--- src/rtl/proto_checker_mc.sv ---
// Passive req/gnt handshake monitor for NUM_CH channels plus a counter-step checker.
// Optional feature macro: PROTO_CHK_MSG_EN (simulation-only violation messages).
module proto_checker_mc #(
  parameter int NUM_CH    = 4,
  parameter int MAX_LAT   = 8,
  parameter int CNT_W     = 16,
  parameter int CNT_STEP  = 1,
  parameter int ERR_CNT_W = 8,
  localparam int CH_W     = (NUM_CH > 1) ? $clog2(NUM_CH) : 1
) (
  input  logic                 clk,
  input  logic                 reset,
  input  logic [NUM_CH-1:0]    req,
  input  logic [NUM_CH-1:0]    gnt,
  input  logic [CNT_W-1:0]     count,
  input  logic                 count_vld,
  input  logic                 clr_err,
  output logic [NUM_CH-1:0]    err_proto,
  output logic [NUM_CH-1:0]    err_timeout,
  output logic                 err_count,
  output logic [ERR_CNT_W-1:0] err_total,
  output logic [CH_W-1:0]      first_err_ch,
  output logic                 first_err_vld,
  output logic                 any_err
);

  localparam int LAT_W = $clog2(MAX_LAT + 1);

  typedef enum logic [1:0] {IDLE, WAIT_GNT, DROP} ch_state_t;

  ch_state_t        state_q [NUM_CH];
  ch_state_t        state_d [NUM_CH];
  logic [LAT_W-1:0] lat_q   [NUM_CH];
  logic [LAT_W-1:0] lat_d   [NUM_CH];

  logic [NUM_CH-1:0]    proto_v, tmo_v, ch_v;
  logic                 cnt_v, any_v;
  logic [CNT_W-1:0]     prev_count, exp_count;
  logic                 prev_vld;

  logic [NUM_CH-1:0]    proto_n, tmo_n;
  logic                 cnt_n, first_vld_base;
  logic [ERR_CNT_W-1:0] total_base, total_n;
  logic [CH_W-1:0]      first_idx;

  // NOTE: every combinational output gets a default before the case so no latch is inferred.
  always_comb begin
    for (int i = 0; i < NUM_CH; i++) begin
      state_d[i] = state_q[i];
      lat_d[i]   = lat_q[i];
      proto_v[i] = 1'b0;
      tmo_v[i]   = 1'b0;
      case (state_q[i])
        IDLE: begin
          proto_v[i] = gnt[i];
          if (req[i]) begin
            state_d[i] = WAIT_GNT;
            lat_d[i]   = LAT_W'(1);
          end
        end
        WAIT_GNT: begin
          proto_v[i] = req[i];
          if (gnt[i]) begin
            state_d[i] = DROP;
          end else if (lat_q[i] == LAT_W'(MAX_LAT)) begin
            tmo_v[i]   = 1'b1;
            state_d[i] = IDLE;
          end else begin
            lat_d[i] = lat_q[i] + LAT_W'(1);
          end
        end
        DROP: begin
          proto_v[i] = req[i] | gnt[i];
          state_d[i] = IDLE;
        end
        default: state_d[i] = IDLE;
      endcase
    end
  end

  // NOTE: sequential state uses non-blocking assignments so all registers update together.
  always_ff @(posedge clk) begin
    if (reset) begin
      for (int i = 0; i < NUM_CH; i++) begin
        state_q[i] <= IDLE;
        lat_q[i]   <= '0;
      end
    end else begin
      for (int i = 0; i < NUM_CH; i++) begin
        state_q[i] <= state_d[i];
        lat_q[i]   <= lat_d[i];
      end
    end
  end

  assign exp_count = prev_count + CNT_W'(CNT_STEP);
  assign cnt_v     = count_vld && prev_vld && (count != exp_count);
  assign ch_v      = proto_v | tmo_v;
  assign any_v     = (|ch_v) | cnt_v;

  // Clear is applied first so a violation in the clear cycle is still recorded.
  always_comb begin
    proto_n        = (clr_err ? '0 : err_proto) | proto_v;
    tmo_n          = (clr_err ? '0 : err_timeout) | tmo_v;
    cnt_n          = (clr_err ? 1'b0 : err_count) | cnt_v;
    total_base     = clr_err ? '0 : err_total;
    total_n        = (any_v && total_base != '1) ? total_base + ERR_CNT_W'(1) : total_base;
    first_vld_base = clr_err ? 1'b0 : first_err_vld;
    first_idx      = '0;
    for (int i = NUM_CH - 1; i >= 0; i--) begin
      if (ch_v[i]) first_idx = CH_W'(i);
    end
  end

  always_ff @(posedge clk) begin
    if (reset) begin
      err_proto     <= '0;
      err_timeout   <= '0;
      err_count     <= 1'b0;
      err_total     <= '0;
      first_err_ch  <= '0;
      first_err_vld <= 1'b0;
      any_err       <= 1'b0;
      prev_count    <= '0;
      prev_vld      <= 1'b0;
    end else begin
      err_proto     <= proto_n;
      err_timeout   <= tmo_n;
      err_count     <= cnt_n;
      err_total     <= total_n;
      first_err_vld <= first_vld_base | (|ch_v);
      if (!first_vld_base && (|ch_v)) first_err_ch <= first_idx;
      any_err       <= (|proto_n) | (|tmo_n) | cnt_n;
      prev_vld      <= count_vld;
      if (count_vld) prev_count <= count;
    end
  end

`ifdef PROTO_CHK_MSG_EN
`ifndef SYNTHESIS
  always_ff @(posedge clk) begin
    if (!reset) begin
      for (int i = 0; i < NUM_CH; i++) begin
        if (proto_v[i]) $display("%0t proto_checker_mc: ch %0d PROTO violation", $time, i);
        if (tmo_v[i])   $display("%0t proto_checker_mc: ch %0d TIMEOUT violation", $time, i);
      end
      if (cnt_v) $display("%0t proto_checker_mc: count step violation, expected %0h actual %0h",
                          $time, exp_count, count);
    end
  end
`endif
`else
  // Messages disabled; checker behaviour is unchanged.
`endif

endmodule
--- config.mk ---
export PLATFORM = sky130hd
export DESIGN_NAME = proto_checker_mc
export DESIGN_NICKNAME = d
export VERILOG_FILES = /design/src/rtl/proto_checker_mc.sv
export SDC_FILE = /design/constraint.sdc
export NUM_CORES = 1
export LEC_CHECK = 0
export ABC_AREA = 1
export CORE_AREA = 2 2 86 88
export DETAILED_ROUTE_END_ITERATION = 7
export DIE_AREA = 0 0 88 90
export GPL_TIMING_DRIVEN = 1
export PLACE_DENSITY = 0.73
export SETUP_SLACK_MARGIN = 0.15
export SLEW_MARGIN = 20
export SYNTH_ARGS = -nofsm -noshare
export SYNTH_HDL_FRONTEND = slang
export SYNTH_SLANG_ARGS = --single-unit
--- constraint.sdc ---
create_clock -name clk -period 2.4 [get_ports clk]
set_clock_uncertainty 0.05 [all_clocks]
set_input_delay 0.48 -clock clk [delete_from_list [all_inputs] [get_ports clk]]
set_output_delay 0.48 -clock clk [all_outputs]
set_load 0.01 [all_outputs]
==> impl_metrics.toml <==
[clocking]
ctsRootBufferMaster = "clkbuf_8"
cts.sinks = 62
cts_buffer_depth = 2
clkTransAtPathRegs_ns = 0.07
cts_tree = "done"
clkLatencyLatePin_ns = 0.33
htree_levels = 3
numCtsBuffers = 9

[synth]
synth_cell_types = 33
synth-seq-cells = 62
synth-adder-area-share = 0.0367
syn_inst = 502
syn_area_um2 = 3410
synth_xor_area_frac = 0.0616
syn_nets = 540
synth_top_family_by_area = "simple AND/OR/NAND/NOR gates"
ys_seq_area_frac = 0.364
yosys_warnings = 0
yosys.area_share.simple = 0.324
synth_compound_area_frac = 0.112
syn_area_per_cell_um2 = 6.79
synthMuxAreaShare = 0
yosys.area.top_type = "dfxtp_1"
synth_top_area_frac = 0.364
synth_area_leaders = "dfxtp_1, nand2_1, nor2_1"

[floorplan]
dieArea_um2 = 7920
rows = 31
initial_core_util = 0.486
die-width_um = 88
dieHeight_um = 90
placeableCoreArea_um2 = 7020
ios = 49

[routing]
drt_iter0_drc = 156
wl_um = 8080
dr.pass1.iters = 4
drc = 0
vias_per_cell = 4.91
vias = 3288
ant_nets = 0
wire_per_inst_um = 12.1

[finish]
mostFrequentLayoutCells = "nand2_1, nor2_1, inv_1"
drive_gt1_frac = 0.0947
final_common_cell = "nand2_1"
nets = 604
antennaDiodeCount = 0
fin_util = 0.611
fill_cells = 641
area_growth_pct = 25.7

[setup_path]
cp-end-kind = "flip-flop"
worstPathRequired_ns = 2.56
reg2reg_to = "err_total[2]"
arrival_ns = 2.25
crit_fanout = 9
critical_path_class = "flip-flop to flip-flop"
timing.rr.start = "prev_count[0]"
critPathLaunchType = "flip-flop"
ff2ff_path_depth = 13
rrSetupSlack_ns = 0.30

[timing]
period_share = 0.875
hold_ws_ns = 0.461
finalHoldViolCount = 0
setup_tns_ns = 0
layout_setup_ws_ns = 0.301
worstMarginPinSlew_ns = 0.522
slew_headroom = 0.649
finalSetupViolations = 0
fin_crit_ns = 2.10
fmax_ghz = 0.476
rsz0062_at_grt = "yes"
maxSlewViolCount = 0

[placement]
dp_hpwl_um = 5970
io_buffers = 48
pre_cts_slack_ns = 0.000860
routabilityCongestion = 0.827

[grt]
grt_antenna_before_repair = 0
grt_pass1_vias = 3122
grt_usage = 0.212
overflow = 0
grt_pass1_wl_um = 13500
grt_max_degree = 25

[power]
p_per_area_nw_per_um2 = 566
vdd_drop_max_uv = 314
p_leak_uw = 0.00191

[worst_hold_path]
min_path_cells = 2
min-delay-start = "err_timeout[2]"
hold_path_class = "flip-flop to flip-flop"
min_to = "err_timeout[2]"

[run]
maxCapViolations = 0

[outcome]
outcome = "finished, final reports clean"
==> per-layer routing <==
metal  vias up  part of all wire  track usage
li1       1706                 -            -
met1      1515              0.44        0.256
met2        61              0.51        0.364
met3         6             0.041       0.0468
met4         0            0.0094       0.0731
met5         -                 0            0
==> power breakdown <==
| part | total [uW] | internal (uW) | switching [uW] | leakage [uW] |
|---|---|---|---|---|
| Sequential | 1140 | 1090 | 54.4 | 0.000510 |
| Combinational | 398 | 181 | 216 | 0.00130 |
| Clock | 886 | 499 | 388 | 0.0000952 |
==> synth_stat cells, drive strengths merged <==
master and instances:
nand2 99, nor2 94, inv 81, dfxtp 62, o21ai 34, nand3 29, a21oi 20, xor2 15
clkbuf 10, ha 10, xnor2 9, nand4 8, nand3b 7, nor3 6, a211oi 5, a31oi 4
o21bai 2, a21o 1, a41oi 1, and3 1, clkinv 1, nor4 1, o31ai 1, or2 1
==> how the worst max path moves through the flow <==
stage,startpoint,endpoint,cells past startpoint
floorplan,clr_err,err_total[5],12
global placement,clr_err,err_total[5],13
detailed placement,clr_err,err_total[5],13
CTS,prev_count[0],err_total[3],15
global route,prev_count[0],err_total[3],15
finish,prev_count[0],err_total[2],13
==> state kept, by name, indices dropped and copies added, names as in the netlist <==
register       flops
err_total          8
any_err            1
err_timeout        4
err_proto          4
first_err_vld      1
state_q            8
prev_vld           1
err_count          1
prev_count        16
lat_q             16
first_err_ch       2
==> kinds of logic (layout without fill, tap and decap cells) <==
| logic type | Yosys count | count (layout) |
|---|---|---|
| and+or+nand+nor | 246 | 246 |
| adders and majority gates | 10 | 10 |
| AOI/OAI and AO/OA | 68 | 68 |
| buffers and inverters | 92 | 160 |
| DFF | 62 | 62 |
| xor gates and xnor gates | 24 | 24 |
==> metrics by stage <==
stage,cell area [um^2],power (uW),instances
4_1_cts,4250,2450,665
6_report,4290,2420,669
5_1_grt,4290,2560,669
2_1_floorplan,3410,1390,502
3_5_place_dp,4060,1550,650
3_3_place_gp,4060,1530,650
==> what timing repair did <==
item,4_1_cts,5_1_grt
endpoints found under the setup margin,0,8
setup buffers,0,4
hold buffers,0,0
resized for setup,0,4
==> worst max-delay path: stages, from the launching register on <==
cell and delay (ns):
dfxtp_2 0.36, ha_2 0.20, nand2_2 0.08, nor2_4 0.16
buf_4 0.13, xor2_1 0.14, nand2_1 0.08, inv_1 0.07
nand3_2 0.11, o21bai_4 0.20, nand2_4 0.12, buf_4 0.16
nand3_1 0.06, a21oi_1 0.06
==> layout make-up <==
cell class,count,area [um^2],area share
multi-input cells,348,1830,0.427
flip-flops and latches,62,1240,0.290
repair buffers,63,593,0.138
inverters,82,308,0.0718
clock buffers,11,141,0.0330
well taps,99,124,0.0289
clock inverters,4,47.5,0.0111
Power figures use the tool's default switching activity.
